**src/rtl/cnn_layer_sequencer.sv**
```systemverilog
// Sequences one CNN inference run through conv1, conv2 and fc engines,
// with a per-layer watchdog, abort/error handling and a run-length counter.
module cnn_layer_sequencer #(
  parameter logic [15:0] TIMEOUT = 16'd1023
) (
  input  logic        clk,
  input  logic        rst_n,
  input  logic        start,
  input  logic        abort,
  output logic        begin_conv1,
  input  logic        done_conv1,
  output logic        begin_conv2,
  input  logic        done_conv2,
  output logic        begin_fc,
  input  logic        done_fc,
  output logic        result_valid,
  input  logic        result_ready,
  output logic        busy,
  output logic        error,
  output logic [1:0]  layer,
  output logic [15:0] cycle_count
);

  // state    | meaning
  // IDLE     | waiting for start
  // C1_START | pulse begin_conv1
  // C1_WAIT  | waiting for done_conv1 (watchdog running)
  // C2_START | pulse begin_conv2
  // C2_WAIT  | waiting for done_conv2 (watchdog running)
  // FC_START | pulse begin_fc
  // FC_WAIT  | waiting for done_fc (watchdog running)
  // RESULT   | result_valid held until result_ready
  // ERR      | watchdog expired; held until abort
  typedef enum logic [3:0] {
    S_IDLE, S_C1_START, S_C1_WAIT, S_C2_START, S_C2_WAIT,
    S_FC_START, S_FC_WAIT, S_RESULT, S_ERR
  } state_t;

  state_t      state, state_nxt;
  logic [15:0] wd_cnt, run_cnt, run_inc;
  logic        in_wait, in_run, done_hit, wd_expire;

  always_comb begin
    in_wait   = (state == S_C1_WAIT) || (state == S_C2_WAIT) || (state == S_FC_WAIT);
    in_run    = (state != S_IDLE) && (state != S_RESULT) && (state != S_ERR);
    done_hit  = ((state == S_C1_WAIT) && done_conv1) ||
                ((state == S_C2_WAIT) && done_conv2) ||
                ((state == S_FC_WAIT) && done_fc);
    // Expiry is judged on the count this cycle would produce; done wins a tie.
    wd_expire = in_wait && !done_hit && (({1'b0, wd_cnt} + 17'd1) == {1'b0, TIMEOUT});
    run_inc   = (run_cnt == 16'hFFFF) ? run_cnt : run_cnt + 16'd1;

    state_nxt = state;
    case (state)
      S_IDLE:     if (start) state_nxt = S_C1_START;
      S_C1_START: state_nxt = S_C1_WAIT;
      S_C1_WAIT:  if (done_hit) state_nxt = S_C2_START; else if (wd_expire) state_nxt = S_ERR;
      S_C2_START: state_nxt = S_C2_WAIT;
      S_C2_WAIT:  if (done_hit) state_nxt = S_FC_START; else if (wd_expire) state_nxt = S_ERR;
      S_FC_START: state_nxt = S_FC_WAIT;
      S_FC_WAIT:  if (done_hit) state_nxt = S_RESULT; else if (wd_expire) state_nxt = S_ERR;
      S_RESULT:   if (result_ready) state_nxt = S_IDLE;
      S_ERR:      state_nxt = S_ERR;
      default:    state_nxt = S_IDLE;
    endcase
    if (abort && (state != S_IDLE)) state_nxt = S_IDLE;
  end

  always_ff @(posedge clk) begin
    if (!rst_n) begin
      state        <= S_IDLE;
      begin_conv1  <= 1'b0;
      begin_conv2  <= 1'b0;
      begin_fc     <= 1'b0;
      result_valid <= 1'b0;
      busy         <= 1'b0;
      error        <= 1'b0;
      layer        <= 2'd0;
      cycle_count  <= 16'd0;
      wd_cnt       <= 16'd0;
      run_cnt      <= 16'd0;
    end else begin
      state        <= state_nxt;
      begin_conv1  <= (state_nxt == S_C1_START);
      begin_conv2  <= (state_nxt == S_C2_START);
      begin_fc     <= (state_nxt == S_FC_START);
      result_valid <= (state_nxt == S_RESULT);
      busy         <= (state_nxt != S_IDLE);
      error        <= (state_nxt == S_ERR);
      case (state_nxt)
        S_C1_START, S_C1_WAIT: layer <= 2'd1;
        S_C2_START, S_C2_WAIT: layer <= 2'd2;
        S_FC_START, S_FC_WAIT: layer <= 2'd3;
        S_ERR:                 layer <= layer;
        default:               layer <= 2'd0;
      endcase
      wd_cnt  <= (in_wait && (state_nxt == state)) ? wd_cnt + 16'd1 : 16'd0;
      run_cnt <= in_run ? run_inc : 16'd0;
      // The FC_WAIT cycle that sees done_fc is itself part of the run.
      if ((state == S_FC_WAIT) && (state_nxt == S_RESULT)) cycle_count <= run_inc;
    end
  end

endmodule

```
**config.mk**
```make
export PLATFORM = sky130hd
export DESIGN_NAME = cnn_layer_sequencer
export DESIGN_NICKNAME = d
export VERILOG_FILES = /design/src/rtl/cnn_layer_sequencer.sv
export SDC_FILE = /design/constraint.sdc
export NUM_CORES = 1
export LEC_CHECK = 0
export ABC_CLOCK_PERIOD_IN_PS = 3800
export BUFFER_PORTS_ARGS = -buffer_cell sky130_fd_sc_hd__buf_2
export CAP_MARGIN = 10
export CORE_MARGIN = 3
export CORE_UTILIZATION = 30
export DETAILED_ROUTE_END_ITERATION = 6
export GPL_ROUTABILITY_DRIVEN = 1
export PLACE_DENSITY_LB_ADDON = 0.1
export RECOVER_POWER = 25
export SLEW_MARGIN = 20
export SYNTH_ARGS = -nofsm -noshare
export SYNTH_HDL_FRONTEND = slang
export SYNTH_SLANG_ARGS = --single-unit
```
**constraint.sdc**
```tcl
create_clock -name clk -period 3.8 [get_ports clk]
set_input_delay 0.57 -clock clk [delete_from_list [all_inputs] [get_ports clk]]
set_output_delay 0.57 -clock clk [all_outputs]
set_load 0.1 [all_outputs]
```
Yosys cells after proc, flatten, opt, wreduce, memory -nomap -nowiden
Index checks and enable logic that the tools add are counted.
{ "totals": {"in_bits": 8, "mem_count": 0, "mem_bits_rw": 0, "latchBits": 0, "mem_bits_ro": 0, "ff_bits": 60, "elab_cells": 68} }
{ "classes": {"n_addsub": 3, "shifts": 0, "reduce_logical": 23, "order_cmp": 0, "multipliers": 0, "mux": 10, "n_bitwise": 0, "eq_ne": 21, "div": 0} }
{ "op_table": {"columns": ["operator", "n"], "rows": [
  ["4-bit case mux with 9 select lines", 1],
  ["16-bit by 1-bit adder with 16-bit output, second input constant", 2],
  ["4-bit by 3-bit == test with 1-bit output, second input constant", 8],
  ["4-bit two-way mux", 7],
  ["16-bit by 1-bit adder with 17-bit output, second input constant", 1],
  ["17-bit by 10-bit == test with 1-bit output, second input constant", 1],
  ["16-bit == test, second input constant", 1],
  ["4-bit by 2-bit == test with 1-bit output, second input constant", 4],
  ["16-bit two-way mux", 1],
  ["1-bit logical AND", 10],
  ["4-bit by 1-bit == test with 1-bit output, second input constant", 2],
  ["4-bit == test, second input constant", 2],
  ["2-bit case mux with 4 select lines", 1],
  ["4-bit nonzero test", 2],
  ["2-bit OR reduction", 3],
  ["4-bit == test", 1],
  ["4-bit logical NOT", 1],
  ["1-bit logical OR", 4],
  ["4-bit by 3-bit != test with 1-bit output, second input constant", 1],
  ["4-bit != test, second input constant", 1],
  ["2-bit AND reduction", 2],
  ["1-bit logical NOT", 1]
]} }

Longest topological paths before layout
{ "logic_depth": {"depth_word": 14, "mapped_depth": 11, "mapped_depth_nobuf": 9} }

Worst setup path before layout
OpenSTA, ideal clock, no wires.
{ "synth_timing": {"path_kind": "register -> register", "start": "register wd_cnt[0]", "end": "register wd_cnt[5]", "t_required_ps": 3671, "synth_period_minus_slack_ps": 2527, "slack_ps": 1273, "stages_incl_launch_ff": 10, "arrival_ps": 2398, "cell_sequence": "dfxtp_1 > ha_1 > clkbuf_1 > nand3_1 > nor3_1 > a31oi_1 > nor4_4 > nand2_1 > a21oi_4 > nor4_1"} }
{ "synth_via": {"elab_chain_cells": 10} }
{ "synth_rtl": {"columns": ["element", "line_no", "rtl"], "rows": [
  ["start: declaration", "40", "logic [15:0] wd_cnt, run_cnt, run_inc;"],
  ["start signal: assignment", "97", "wd_cnt <= (in_wait && (state_nxt == state)) ? wd_cnt + 16'd1 : 16'd0;"],
  ["16-bit by 1-bit adder with 17-bit output", "50", "wd_expire = in_wait && !done_hit && (({1'b0, wd_cnt} + 17'd1) == {1'b0, TIMEOUT});"],
  ["17-bit by 10-bit == test with 1-bit output", "50", null],
  ["1-bit logical AND", "50", null],
  ["4-bit two-way mux", "57, 59, 61", null],
  ["4-bit two-way mux (on tied branches)", "61, 57, 59", null],
  ["4-bit case mux with 9 select lines", "54", "case (state)"],
  ["4-bit two-way mux", "66", "if (abort && (state != S_IDLE)) state_nxt = S_IDLE;"],
  ["4-bit == test", "97", null],
  ["1-bit logical AND", "97", null],
  ["2-bit AND reduction (no line)", null, null]
]} }
Several ways; a longest one is shown, not always the timed one.
A chain may end at the register's enable or synchronous reset.

Worst setup path in the final report
{ "layout_timing": {"start": "register wd_cnt[0]", "end": "register wd_cnt[4]"} }
The elaborated chain is that of the path after synthesis.

==> results.cfg <==
[outcome]
status = completed

[timing]
finClkSkew_ns = 0.00497
hold_violations = 0
rsz0062_at_grt = false
period_share_pct = 74.8
tightest_slew_ns = 1.18
setup-violations-final = 0
fin_crit_ns = 2.84
max_freq_mhz = 352
setup_tns_ns = 0
fin_hold_ws_ns = 0.471
slew_violations = 0
max_slew_margin_pct = 21.7

[layout]
layout-drive-gt1-share_pct = 12.2
fin_area_sq_um = 3310
most-common-layout-cells = dfxtp_1 (60), nor2_1 (36), nand2_1 (24)
final.fill_count = 952
diodes = 0
multi_input_area_sq_um = 1560
syn2layout_area_growth_pct = 16.0
seq_area_sq_um = 1200
final_common_cell = dfxtp_1
nets = 359
fin_cells = 479

[drt]
vias = 2287
drt_first_pass_iters = 4
drcViolationCount = 0
wl_per_cell_um = 12.7
wl_mm = 6.08
antenna_left = 0
viasPerCell = 4.77
drtIter0Drc = 87

[power]
pwr-share-clk_pct = 45.2
peakVddDrop_mv = 0.180
pwr-share-seq_pct = 46.0
p_sw_share_pct = 25.2
powerDensity_nw_per_um2 = 427
combPwrFrac_pct = 8.7
p_int_mw = 1.06
p_leak_nw = 1.20
p_switching_mw = 0.357

[critical_path]
setup.worst_path.end_class = flip-flop
critPathKind = flip-flop to flip-flop
startpoint_type = flip-flop
startpoint = wd_cnt[0]
crit_fanout = 14
rr_worst_depth = 8
required_ns = 4.01
cp-endpoint = wd_cnt[4]
worstPathArrival_ns = 3.05
rrSetupSlack_ns = 0.96
r2r-start = wd_cnt[0]
reg2reg_to = wd_cnt[4]

[die]
start_util_pct = 31.8
die_h_um = 104
die_x_um = 104
dieArea_sq_um = 10700
ioPinCount = 32
rows = 34
core_sq_um = 8980

[synth]
yosysTopAreaCellShare_pct = 42.0
synth_nets = 332
synth_seq_cells = 60
yosys_warnings = 0
postSynthCellCount = 321
yosysTopAreaCell = dfxtp_1
yosysSeqAreaShare_pct = 42.0
syn_area_per_cell_sq_um = 8.90
synth_edf_count = 0
synth.distinct_cells = 54
synth_area_leaders = dfxtp_1 (42%), xor2_1 (4.9%), nor2_1 (4.7%)
synth_area_sq_um = 2860
synth_flop_cell = dfxtp_1
async_reset_ff_share_pct = 0

[global_routing]
grt_overflow = 0
grt_usage_pct = 11.9
grt_max_degree = 28
grt_pass1_wl_mm = 10.6
grt_antenna_before_repair = 0
grt_pass1_vias = 2273

[clock_network]
cts_setup_buffers = 0
clk_path_buf_depth = 2
cts_resized = 0
cts_sinks = 60
clk_latency_ns = 0.33
clkTransAtPathRegs_ns = 0.07
hold_buffers = 0
root_buffer = clkbuf_8
cts_buffers = 9
htreeDepth = 3
cts_tree = built

[flow_run]
maxCapViolCount = 0

[place]
io_buffer_count = 31
dp_cells = 463
place_area_sq_um = 3110
hpwl_mm = 4.29
gp_congestion = 0.780

[hold_path]
hp-class = flip-flop to flip-flop
-- synth_stat cells (2+ instances only) --
library cell   n
dfxtp_1       60
nor2_1        36
nand2_1       24
xor2_1        16
a21oi_1       14
nor3_1        14
o21ai_0       14
clkbuf_1      10
xnor2_1       10
mux2i_1        9
nor2b_1        9
and2_1         8
inv_1          8
nand4_1        8
and3_1         7
nand3_1        7
o211a_1        6
and4_1         4
nand2b_1       4
nor4_1         4
buf_2          3
clkbuf_2       3
ha_1           3
nand4b_1       3
a21o_1         2
a31oi_1        2
a32oi_1        2
nor3b_1        2
nor4_4         2
o22ai_1        2
o2bb2ai_1      2
-- critical path: stages, from the launching register on --
cell	delay, ns
dfxtp_1	0.43
ha_1	0.34
nand3_1	0.21
nor3_1	0.34
a31oi_1	0.20
nor4_4	0.58
nor2_2	0.17
o21bai_4	0.36
nor3_1	0.09
-- power by group through the flow --
stage	combinational, mW	sequential, mW	clock [mW]
2_1_floorplan	0.0591	0.705	0
3_3_place_gp	0.127	0.666	0
3_5_place_dp	0.126	0.666	0
4_1_cts	0.127	0.652	0.664
5_1_grt	0.134	0.653	0.693
6_report	0.124	0.652	0.640
-- per-layer routing --
metal | GRT usage (%) | routed length (um) | part of all wire, %
met5 | 0 | 0 | 0
met1 | 14.4 | 2850 | 47
met2 | 20.0 | 2930 | 48
met4 | 3.42 | 11 | 0.18
met3 | 4.04 | 284 | 4.7
-- metrics by stage --
| stage | util (%) | setup slack [ns] | power (mW) |
|---|---|---|---|
| floorplan | - | 1.27 | 0.764 |
| global placement | 34.7 | 1.05 | 0.794 |
| detailed placement | 34.7 | 0.953 | 0.793 |
| CTS | 37.2 | 0.937 | 1.44 |
| global route | 36.9 | 0.628 | 1.48 |
| finish | 36.9 | 0.957 | 1.42 |
-- area by class of cell --
class | instances | area share [%]
Clock buffer | 10 | 4.15
Sequential cell | 60 | 36.2
Clock inverter | 6 | 2.64
Timing Repair Buffer | 33 | 4.38
Inverter | 8 | 0.906
Multi-Input combinational cell | 236 | 46.9
Tap cell | 126 | 4.76
-- cell families (layout without fill, tap and decap cells) --
| family | count (synthesis) | in the layout | synth area share (%) |
|---|---|---|---|
| buf+inv | 25 | 57 | 3.81 |
| simple gates | 141 | 141 | 27.3 |
| flops | 60 | 60 | 42.0 |
| mux | 10 | 10 | 3.55 |
| compound gates | 56 | 56 | 14.1 |
| xor+xnor | 26 | 26 | 7.97 |
| fa+ha+maj | 3 | 3 | 1.31 |
-- worst min path at each step --
stage	from	end	slack (ns)	depth (start not counted)
floorplan	run_cnt[6]	run_cnt[6]	0.49	2
global placement	layer[0]	layer[0]	0.46	2
detailed placement	layer[0]	layer[0]	0.46	2
CTS	layer[0]	layer[0]	0.48	2
global route	layer[1]	layer[1]	0.52	2
finish	layer[0]	layer[0]	0.47	2
-- registers in the layout, summed over array words and instances, names as in the netlist --
register / flops
cycle_count: 16
run_cnt: 16
wd_cnt: 16
state: 4
layer: 2
begin_conv1: 1
begin_conv2: 1
begin_fc: 1
busy: 1
error: 1
result_valid: 1
Power figures use the tool's default switching activity.
